<file path="config.mk">
export PLATFORM = sky130hd
export DESIGN_NAME = seq_divider
export DESIGN_NICKNAME = d
export VERILOG_FILES = /design/src/rtl/div_pkg.sv /design/src/rtl/div_step.sv /design/src/rtl/seq_divider.sv
export SDC_FILE = /design/constraint.sdc
export NUM_CORES = 1
export LEC_CHECK = 0
export CAP_MARGIN = 20
export CORE_ASPECT_RATIO = 1.1
export CORE_MARGIN = 1.5
export CORE_UTILIZATION = 35
export DETAILED_ROUTE_END_ITERATION = 7
export GPL_TIMING_DRIVEN = 0
export PLACE_DENSITY = 0.51
export SYNTH_ARGS = -nofsm -noshare
export SYNTH_HDL_FRONTEND = slang
export SYNTH_SLANG_ARGS = --single-unit
export TNS_END_PERCENT = 1
</file>
<file path="constraint.sdc">
create_clock -name clock -period 8.35 [get_ports clock]
set_input_delay 0.835 -clock clock [delete_from_list [all_inputs] [get_ports clock]]
set_output_delay 0.835 -clock clock [all_outputs]
set_load 0.01 [all_outputs]
</file>
<file path="src/rtl/div_pkg.sv">
// Shared types and two's-complement helpers for the sequential restoring divider.
package div_pkg;

  // Widest operand the helpers below can handle; instances must not exceed it.
  localparam int MAX_WIDTH = 128;

  typedef enum logic [1:0] {
    IDLE = 2'd0,
    CALC = 2'd1,
    FIX  = 2'd2,
    DONE = 2'd3
  } state_t;

  // Callers zero-extend a WIDTH-bit value and keep the low WIDTH bits of the result.
  // Those low bits are exactly the WIDTH-bit two's-complement negation.
  function automatic logic [MAX_WIDTH-1:0] twos_neg(input logic [MAX_WIDTH-1:0] x);
    return (~x) + MAX_WIDTH'(1);
  endfunction

  function automatic logic [MAX_WIDTH-1:0] twos_abs(input logic [MAX_WIDTH-1:0] x,
                                                    input logic              is_neg);
    return is_neg ? twos_neg(x) : x;
  endfunction

endpackage

</file>
<file path="src/rtl/div_step.sv">
// One restoring-division step: shift the next dividend bit into the partial
// remainder, subtract the divisor if it fits, and emit the quotient bit.
module div_step #(
  parameter int WIDTH = 32
) (
  input  logic [WIDTH-1:0] rem,
  input  logic             next_bit,
  input  logic [WIDTH-1:0] divisor,
  output logic [WIDTH-1:0] rem_next,
  output logic             q_bit
);

  logic [WIDTH:0] trial;
  logic [WIDTH:0] diff;

  // rem < divisor, so trial < 2*divisor: the top bit of diff is exactly the borrow.
  assign trial    = {rem, next_bit};
  assign diff     = trial - {1'b0, divisor};
  assign q_bit    = ~diff[WIDTH];
  assign rem_next = q_bit ? diff[WIDTH-1:0] : trial[WIDTH-1:0];

endmodule

</file>
<file path="src/rtl/seq_divider.sv">
// Multi-cycle signed/unsigned integer divider, one quotient bit per clock,
// with start/busy/done handshake and divide-by-zero detection.
module seq_divider
  import div_pkg::*;
#(
  parameter int WIDTH     = 32,
  parameter bit SIGNED_EN = 1'b1
) (
  input  logic             clock,
  input  logic             reset,
  input  logic             start,
  input  logic             signed_mode,
  input  logic [WIDTH-1:0] a,
  input  logic [WIDTH-1:0] b,
  output logic             busy,
  output logic             done,
  output logic             div_by_zero,
  output logic [WIDTH-1:0] q,
  output logic [WIDTH-1:0] r
);

  localparam int CW = $clog2(WIDTH);

  if (WIDTH < 4 || WIDTH > MAX_WIDTH) begin : g_bad_width
    $error("seq_divider: WIDTH out of supported range");
  end

  state_t           state;
  logic [CW-1:0]    bit_idx;
  logic [WIDTH-1:0] a_mag;
  logic [WIDTH-1:0] b_mag;
  logic [WIDTH-1:0] rem;
  logic [WIDTH-1:0] q_work;
  logic             sign_q;
  logic             sign_r;

  logic             use_signed;
  logic [WIDTH-1:0] a_abs;
  logic [WIDTH-1:0] b_abs;
  logic [WIDTH-1:0] rem_next;
  logic             q_bit;
  logic [WIDTH-1:0] q_fix;
  logic [WIDTH-1:0] r_fix;

  assign use_signed = SIGNED_EN & signed_mode;

  // |MIN| = 2^(WIDTH-1) still fits as an unsigned WIDTH-bit magnitude.
  assign a_abs = WIDTH'(twos_abs(MAX_WIDTH'(a), use_signed & a[WIDTH-1]));
  assign b_abs = WIDTH'(twos_abs(MAX_WIDTH'(b), use_signed & b[WIDTH-1]));

  assign q_fix = sign_q ? WIDTH'(twos_neg(MAX_WIDTH'(q_work))) : q_work;
  assign r_fix = sign_r ? WIDTH'(twos_neg(MAX_WIDTH'(rem)))    : rem;

  div_step #(
    .WIDTH(WIDTH)
  ) u_step (
    .rem     (rem),
    .next_bit(a_mag[bit_idx]),
    .divisor (b_mag),
    .rem_next(rem_next),
    .q_bit   (q_bit)
  );

  // NOTE: every register, datapath included, takes the async reset so that an
  // aborted division leaves no stale operands; all state updates use <= so the
  // whole block reads pre-edge values regardless of statement order.
  always_ff @(posedge clock or posedge reset) begin
    if (reset) begin
      state       <= IDLE;
      bit_idx     <= '0;
      a_mag       <= '0;
      b_mag       <= '0;
      rem         <= '0;
      q_work      <= '0;
      sign_q      <= 1'b0;
      sign_r      <= 1'b0;
      busy        <= 1'b0;
      done        <= 1'b0;
      div_by_zero <= 1'b0;
      q           <= '0;
      r           <= '0;
    end else begin
      done <= 1'b0;
      case (state)
        IDLE, DONE: begin
          if (start) begin
            a_mag   <= a_abs;
            b_mag   <= b_abs;
            sign_q  <= use_signed & (a[WIDTH-1] ^ b[WIDTH-1]);
            sign_r  <= use_signed & a[WIDTH-1];
            rem     <= '0;
            q_work  <= '0;
            bit_idx <= CW'(WIDTH - 1);
            if (b == '0) begin
              // Zero divisor short-circuits straight to a result cycle.
              state       <= DONE;
              done        <= 1'b1;
              div_by_zero <= 1'b1;
              q           <= '1;
              r           <= a;
            end else begin
              state       <= CALC;
              busy        <= 1'b1;
              div_by_zero <= 1'b0;
            end
          end else begin
            state <= IDLE;
          end
        end

        CALC: begin
          rem    <= rem_next;
          q_work <= {q_work[WIDTH-2:0], q_bit};
          if (bit_idx == '0) begin
            state <= FIX;
          end else begin
            bit_idx <= bit_idx - CW'(1);
          end
        end

        FIX: begin
          q     <= q_fix;
          r     <= r_fix;
          busy  <= 1'b0;
          done  <= 1'b1;
          state <= DONE;
        end

        default: state <= IDLE;
      endcase
    end
  end

endmodule

</file>
* Word level (Yosys, flattened, before mapping) *
Index checks and enable logic that the tools add are counted.

word-level totals
  bits in registers = 204
  bits in latches = 0
  memory bits (writable) = 0
  bits in read-only memories = 0
  output and inout bits = 67
  word-level logic and storage cells = 77
  memories = 0

operators by class
  add/sub/neg operators = 6
  multipliers = 0
  divide/modulo/power cells = 0
  magnitude comparators = 1
  eq/ne operators = 8
  shifts and indexed selects = 0
  mux-type cells = 29
  bitwise logic cells = 9
  reduce and logical (&&, ||, !) cells = 11

operators with widths
  kind                     number
  $mux W32                 10
  $pmux W32 S2             4
  $add A32 B1 Y32 const B  4
  $not A32 Y32             4
  $sub A33 B32 Y33         1
  $logic_not A32 Y1        1
  $mux W5                  2
  $ne A2 B2 Y1 const B     5
  $pmux W5 S2              1
  $reduce_and A3 Y1        3
  $lt A5 B6 Y1 const B     1
  $mux W2                  3
  $pmux W2 S3              1
  $bmux W1 S5              1
  $logic_not A5 Y1         1
  $mux W1                  5
  $sub A5 B1 Y5 const B    1
  $eq A2 B2 Y1 const B     2
  $pmux W1 S2              2
  $reduce_and A2 Y1        2
  $reduce_bool A2 Y1       2
  $and A1 B1 Y1            3
  $eq A2 B1 Y1 const B     1
  $logic_not A2 Y1         1
  other kinds (3)          3

* Longest topological paths before layout *
Gate-level depths: netlist (run 1).

  depth in word-level cells = 5
  gate-level depth with buffers = 17
  gate-level depth less buffers = 14

* Modules after synthesis *
From an unflattened synthesis (run 1), not the netlist that was laid out.

second synthesis, totals
  cell total of the unflattened synthesis = 1380
  area, all modules = 12887.4 um^2

by module, submodules not included
  module       times used  cells an instance  area each (um^2)
  seq_divider  1           1069               10631.4
  div_step     1           311                2255.9

* Worst setup path before layout (run 1) *
No wires, ideal clock.

  kind = register -> register
  from = register bit_idx[0]
  to = register rem[29]
  setup time = 70 ps
  data arrival time = 4573 ps
  slack = 3707 ps
  stages on the path, launching flop included = 16
  clock period less this slack = 4643 ps
  cell sequence = dfrtp_1 > buf_1 > mux4_2 > mux4_2 > mux2i_1 > ha_1 > inv_1 > fa_1 > a211oi_1 > o21ai_0 > o21ai_0 > a311oi_1 > o22a_1 > xnor2_2 > or4b_2 > nand3_1

between the ends
  cells in the longest elaborated chain, start to end = 5

RTL lines
  item                           line                source
  from (decl)                    seq_divider.sv:29   logic [CW-1:0] bit_idx;
  from (signal assigned)         seq_divider.sv:93   bit_idx <= CW'(WIDTH - 1);
  from (signal assigned)         seq_divider.sv:117  bit_idx <= bit_idx - CW'(1);
  $bmux W1 S5                    seq_divider.sv:58   .next_bit(a_mag[bit_idx]),
  $mux W1 (not written as such)  seq_divider.sv:58
  $sub A33 B32 Y33               div_step.sv:18      assign diff = trial - {1'b0, divisor};
  $mux W32                       div_step.sv:20      assign rem_next = q_bit ? diff[WIDTH-1:0] : trial[WIDTH-1:0];
  $pmux W32 S2                   seq_divider.sv:84   case (state)
  to (signal assigned)           seq_divider.sv:112  rem <= rem_next;
  to (decl)                      seq_divider.sv:32   logic [WIDTH-1:0] rem;

Every way passes these cells. The select of a mux whose other input is x is not followed.
A chain may end at the register's enable or synchronous reset.

* Final worst setup path (run 1) *
  from = register bit_idx[0]
  to = register rem[1]

Same word-level chain as after synthesis.

==> metrics.yaml, run 1 <==
run_status:
  status: "finished clean"
setup_path:
  cpPeakStageDelay_ns: 0.70
  worst_setup_path_end_kind: "flip-flop"
  crit_required_ns: 8.75
  crit_path_max_fanout: 10
  crit_chain: "buf_1, mux4_2, mux4_2, mux2i_1, ha_1, inv_1, fa_1, a211oi_1, o21ai_0, o21ai_0, a311oi_1, o22a_1, xnor2_2, buf_4, buf_2, mux2i_1, o22ai_1"
  rr_startpoint: "bit_idx[0]"
  crit_start: "bit_idx[0]"
  startpoint_type: "flip-flop"
  worstPathArrival_ns: 6.50
  crit_path_top_delay_cell: "buf_1"
  path_class: "reg -> reg"
clock_tree:
  cts_buffers: 25
  cts_hold_buf: 0
  post-cts-setup-buffers: 0
  clkTransAtPathRegs_ns: 0.06
  clock-sinks: 204
  clkLatencyLatePin_ns: 0.54
  root_buffer: "clkbuf_16"
  post_cts_resize_count: 0
  cts_tree: "built"
  h-tree-depth: 1
  clock_path_buffers: 3
drt:
  viasPerCell: 5.31
  ant_nets: 0
  drtIter0Drc: 732
  via_count: 11600
  drt_pass1_iterations: 5
  avgRoutedWirePerCell_um: 18.0
  drcViolationCount: 0
  wl_um: 39400
sta:
  timing.fmax_mhz: 164
  setup_viol_count_final: 0
  drv_slew: 0
  slew_headroom: 0.388
  fin_setup_tns_ns: 0
  tightest_slew_ns: 0.918
  hold_viol: 0
  skew_ns: 0.0134
  grt_setup_unrepaired: "false"
  fin_crit_ns: 6.10
  post-route-period-util: 0.730
final_layout:
  area_delta_synth_final_pct: 21.9
  final_nets: 1789
  antenna_cells: 0
  register_area_um2: 5100
  multi_input_comb_area_um2: 7220
  fill_cells: 3659
  drive_above_1_share: 0.0507
placed_design:
  routabilityCongestion: 0.856
  hpwl_um: 30300
  port_buffers: 134
die:
  core-area_um2: 36300
  io-pin-count: 135
  row_count: 73
  initial_core_util: 0.357
  die-area_um2: 38100
  die_height_um: 205
  fp.dieW_um: 186
yosys:
  synth_ff_type: "dfrtp_1"
  ys_ff_latch: 204
  synth_warnings: 0
  syn-cell-area_um2: 12900
  ys_types: 68
  synth_seq_area_share: 0.395
  async_reset_ff_frac: 1.00
  syn_avg_cell_area_um2: 8.52
  synth_cells: 1518
  synth_nets: 1627
  synth_edf_count: 0
global_route:
  grt_most_used_layer: "met2"
  grt_max_degree: 114
  grt_usage: 0.210
  antenna_found_initial: 1
  grt_pass1_vias: 11500
  grt-ovfl-total: 0
  grtUsageMet2: 0.334
  grt_util_met3: 0.0176
  grt_pass1_wl_um: 62800
  grt_util_met1: 0.305
power:
  powerDensity_nw_per_um2: 311
  fin_total_pwr_uw: 4900
  ir_worst_vdd_uv: 140
  p_leak_uw: 0.00682
worst_hold_path:
  hp-start: "r[25]"
  hold_path.class: "reg -> reg"
run:
  cap_viol_max_count: 0
power breakdown:
group	internal [µW]	switching, µW	total [µW]
Clock	681	438	1120
Sequential	1300	169	1460
Combinational	879	1440	2320
final cells by class:
| class | instances | area share |
|---|---|---|
| multi-input combinational | 1160 | 0.458 |
| tap | 487 | 0.0387 |
| inverter | 58 | 0.0143 |
| buffer | 96 | 0.0245 |
| clock buffer | 39 | 0.0481 |
| sequential | 204 | 0.324 |
| clock inverter | 5 | 0.00516 |
| timing repair buffer | 135 | 0.0869 |
final timing paths:
| check | end | slack, ns | cells past startpoint |
|---|---|---|---|
| setup / recovery | rem[1] | 2.25 | 17 |
| hold / removal | r[25] | 0.47 | 2 |
| setup reg to reg | rem[1] | 2.25 | 17 |
| hold reg to reg | r[25] | 0.47 | 2 |
| max in group asynchronous | r[11] | 6.53 | 3 |
| min in group asynchronous | q_work[24] | 0.86 | 2 |
routing by layer:
layer / wire [µm] / up-vias
met5: 0 / -
met2: 18100 / 267
met1: 18900 / 5562
li1: - / 5705
met3: 1600 / 53
met4: 825 / 0
state kept, by name, summed over array words and instances (netlist names):
register,count
q,32
a_mag,32
done,1
busy,1
rem,32
state,2
r,32
sign_r,1
b_mag,32
div_by_zero,1
sign_q,1
q_work,32
bit_idx,5
cell families after synthesis:
family                     share of synthesized area
muxes                                         0.0395
adders and majority gates                     0.0403
DFF                                            0.395
and+or+nand+nor                                0.191
AOI/OAI and AO/OA                              0.188
xor gates and xnor gates                      0.0995
buffers and inverters                         0.0467
worst max-delay path, delay by kind of cell (launching register included):
kind | cells | cell delay [ns]
AO/OA/AOI/OAI | 6 | 1.67
XOR/XNOR | 1 | 0.21
adder cells (fa/ha/maj) | 2 | 0.72
buffers and inverters | 4 | 1.25
flip-flops | 1 | 0.36
multiplexers | 4 | 1.73
placed cells by master (no fill, tap or decap), types with 38 or more instances in the layout:
cell / n
clkbuf_1: 85
clkdlybuf4s50_1: 134
nand2_1: 241
ha_1: 40
o21ai_0: 164
nand3_1: 55
dfrtp_1: 204
nor2_1: 112
a21oi_1: 78
inv_1: 56
xor2_1: 90
a31oi_1: 38
xnor2_1: 55
synth_stat cells, types with 9 or more instances:
library cell,n,share of area
inv_1,57,0.017
mux4_2,10,0.017
or3_1,13,0.0063
buf_2,11,0.0043
nand3_1,55,0.021
nor2_1,112,0.033
or4_1,15,0.0087
xor2_1,90,0.061
clkbuf_1,79,0.023
nand4_1,9,0.0044
o311ai_0,15,0.010
nor4_1,12,0.0058
a31oi_1,38,0.018
nor3_1,24,0.0093
o21ai_0,164,0.063
ha_1,40,0.039
mux2i_1,24,0.019
a21o_1,9,0.0052
a21oi_1,78,0.030
xnor2_1,55,0.037
o31ai_1,25,0.015
nand2b_1,13,0.0063
dfrtp_1,204,0.39
o41ai_1,18,0.012
and3_1,9,0.0044
nand2_1,241,0.070
through the flow:
| stage | cells | util | instance area [µm²] | setup WS, ns | hold slack [ns] |
|---|---|---|---|---|---|
| after floorplan | 1518 | - | 12900 | 1.95 | 0.445 |
| after global placement | 2139 | 0.410 | 14900 | -1.18 | 0.460 |
| after detailed placement | 2140 | 0.411 | 14900 | 2.27 | 0.468 |
| after CTS | 2184 | 0.434 | 15800 | 2.19 | 0.481 |
| after global routing | 2184 | 0.434 | 15800 | 1.78 | 0.498 |
| final | 2184 | 0.434 | 15800 | 2.25 | 0.472 |
Note: power is estimated with default switching activity, not from simulation.
==> inputs of run 2 (changes only) <==
--- a/config.mk
+++ b/config.mk
@@ -11,7 +11,7 @@
 export CORE_UTILIZATION = 35
 export DETAILED_ROUTE_END_ITERATION = 7
 export GPL_TIMING_DRIVEN = 0
-export PLACE_DENSITY = 0.51
+export PLACE_DENSITY = 0.53
 export SYNTH_ARGS = -nofsm -noshare
 export SYNTH_HDL_FRONTEND = slang
 export SYNTH_SLANG_ARGS = --single-unit
==> constraint.sdc (replaced) <==
create_clock -name clock -period 5.4 [get_ports clock]
set_input_delay 0.54 -clock clock [delete_from_list [all_inputs] [get_ports clock]]
set_output_delay 0.54 -clock clock [all_outputs]
set_load 0.01 [all_outputs]
==> run 2 against run 1 <==
Net effect:
- first-iteration DRC count grew 2.2%
- final cell count about the same
- critical path depth is the same
- via count is 0.69% lower
- sequential share of layout area decreased by 0.072 points
- worst setup slack got worse by 1.9 ns
- largest cell class unchanged
- combinational power up 56%
- worst hold slack worse by 0.14 ns
- clock power is 45% higher
- non-clock buffer count up 5
- clock-buffer cell count shrank 4
- core utilization up 0.097 points
==> metrics.yaml, run 2 (synthesis gave the netlist of run 1 again) <==
final_layout:
  final_cell_mix: "nand2_1, dfrtp_1, o21ai_0"  # unchanged
  multi_input_comb_area_um2: 7230  # was 7220 µm²
  register_area_um2: 5100  # unchanged
  area_delta_synth_final_pct: 22.1  # was 21.9%
  final_nets: 1794  # was 1789
  drive_above_1_share: 0.0524  # was 0.0507
  fill_cells: 3671  # was 3659
  final_common_cell: "nand2_1"  # unchanged
  final_cell_area_um2: 15800  # about the same
die:
  die-area_um2: 38100  # unchanged
  initial_core_util: 0.357  # unchanged
  core-area_um2: 36300  # unchanged
  row_count: 73  # unchanged
  io-pin-count: 135  # unchanged
  fp.dieW_um: 186  # unchanged
  die_height_um: 205  # unchanged
global_route:
  grt_usage: 0.208  # was 0.210
  antenna_found_initial: 0  # was 1
  grt_max_degree: 37  # was 114
  grt-ovfl-total: 0  # unchanged
  grt_pass1_wl_um: 62200  # was 62800 µm
  grt_pass1_vias: 11300  # was 11500
run:
  cap_viol_max_count: 0  # unchanged
setup_path:
  worstPathArrival_ns: 5.40  # was 6.50 ns
  crit_start: "bit_idx[0]"  # unchanged
  crit_path_max_fanout: 10  # unchanged
  startpoint_type: "flip-flop"  # unchanged
  endpoint: "rem[1]"  # unchanged
  worst_setup_path_end_kind: "flip-flop"  # unchanged
  path_class: "reg -> reg"  # unchanged
  crit_required_ns: 5.79  # was 8.75 ns
  rr_startpoint: "bit_idx[0]"  # unchanged
  r2r_cells: 17  # unchanged
  rrSetupSlack_ns: 0.39  # was 2.25 ns
  worstReg2RegEnd: "rem[1]"  # unchanged
power:
  ir_worst_vdd_uv: 191  # was 140 µV
  powerDensity_nw_per_um2: 475  # was 311 nW/µm²
  p_leak_uw: 0.00683  # was 0.00682 µW
  fin_total_pwr_uw: 7500  # was 4900 µW
placed_design:
  routabilityCongestion: 0.872  # was 0.856
  hpwl_um: 30400  # was 30300 µm
  postPlaceCellArea_um2: 15000  # was 14900 µm²
  port_buffers: 134  # unchanged
sta:
  tightest_slew_ns: 0.875  # was 0.918 ns
  drv_slew: 0  # unchanged
  grt_setup_unrepaired: "false"  # unchanged
  timing.fmax_mhz: 200  # was 164 MHz
  slew_headroom: 0.416  # was 0.388
  fin_setup_tns_ns: 0  # unchanged
  hold_viol: 0  # unchanged
  post-route-period-util: 0.927  # was 0.730
  fin_crit_ns: 5.01  # was 6.10 ns
  setup_viol_count_final: 0  # unchanged
  skew_ns: 0.0105  # was 0.0134 ns
clock_tree:
  clock-sinks: 204  # unchanged
  cts_buffers: 25  # unchanged
  cts_tree: "built"  # unchanged
  clock_path_buffers: 3  # unchanged
  h-tree-depth: 1  # unchanged
  cts_hold_buf: 0  # unchanged
  clkTransAtPathRegs_ns: 0.06  # about the same
  root_buffer: "clkbuf_16"  # unchanged
  clkLatencyLatePin_ns: 0.54  # about the same
  post-cts-setup-buffers: 0  # unchanged
drt:
  wl_um: 39100  # was 39400 µm
  drtIter0Drc: 748  # was 732
  viasPerCell: 5.26  # was 5.31
  drcViolationCount: 0  # unchanged
  ant_nets: 0  # unchanged
  avgRoutedWirePerCell_um: 17.9  # was 18.0 µm
  via_count: 11500  # was 11600
  drt_pass1_iterations: 5  # unchanged
run_status:
  status: "finished clean"  # unchanged
worst_hold_path:
  hold_path.class: "in -> async"  # was reg -> reg
## run 2: worst min path at each step
| stage | startpoint | endpoint | slack, ns | depth (start not counted) |
|---|---|---|---|---|
| floorplan | a_mag[10] | a_mag[10] | 0.44 | 2 |
| global placement | a_mag[28] | a_mag[28] | 0.46 | 2 |
| detailed placement | a_mag[18] | a_mag[18] | 0.47 | 2 |
| CTS | reset | q_work[29] | 0.32 | 2 |
| global route | reset | q_work[24] | 0.36 | 2 |
| finish | reset | q_work[29] | 0.33 | 2 |
## run 2: layer usage
layer	up-vias	track usage	share of wire
met5	-	0	0
met4	0	0.0657	0.028
met3	55	0.0238	0.046
met2	248	0.326	0.45
met1	5496	0.297	0.48
li1	5708	-	-
## run 2: critical path, stage by stage (launching register included)
cell	delay, ns
dfrtp_1	0.37
buf_4	0.26
mux4_2	0.58
mux4_2	0.52
mux2i_4	0.24
ha_1	0.22
inv_1	0.06
fa_1	0.43
a211oi_1	0.24
o21ai_1	0.19
o21ai_2	0.27
a311oi_1	0.19
o22a_1	0.31
xnor2_2	0.21
buf_4	0.23
buf_2	0.24
mux2i_1	0.20
o22ai_1	0.09
## run 2: cell type report
class,instances,share of cell area
buffer,96,0.0248
clock inverter,5,0.00499
antenna,1,0.000159
multi-input combinational,1160,0.458
inverter,58,0.0140
timing repair buffer,140,0.0926
sequential,204,0.323
clock buffer,35,0.0433
tap,487,0.0386
## run 2: where the power goes
| group | switching [µW] | internal [µW] |
|---|---|---|
| sequential | 260 | 2000 |
| combinational | 2230 | 1380 |
| clock | 656 | 966 |
## run 2: through the flow
step	utilization	setup slack [ns]	std cells	hold slack, ns
5_1_grt	0.435	0.0491	2185	0.359
2_1_floorplan	-	0.757	1518	0.445
6_report	0.435	0.394	2186	0.334
3_3_place_gp	0.410	-0.634	2139	0.460
4_1_cts	0.435	0.0931	2185	0.323
3_5_place_dp	0.414	-0.659	2145	0.470
## run 2: repair_timing
item	CTS	global route
pin swaps	0	1
gates resized for setup	8	3
setup endpoints to repair	33	29
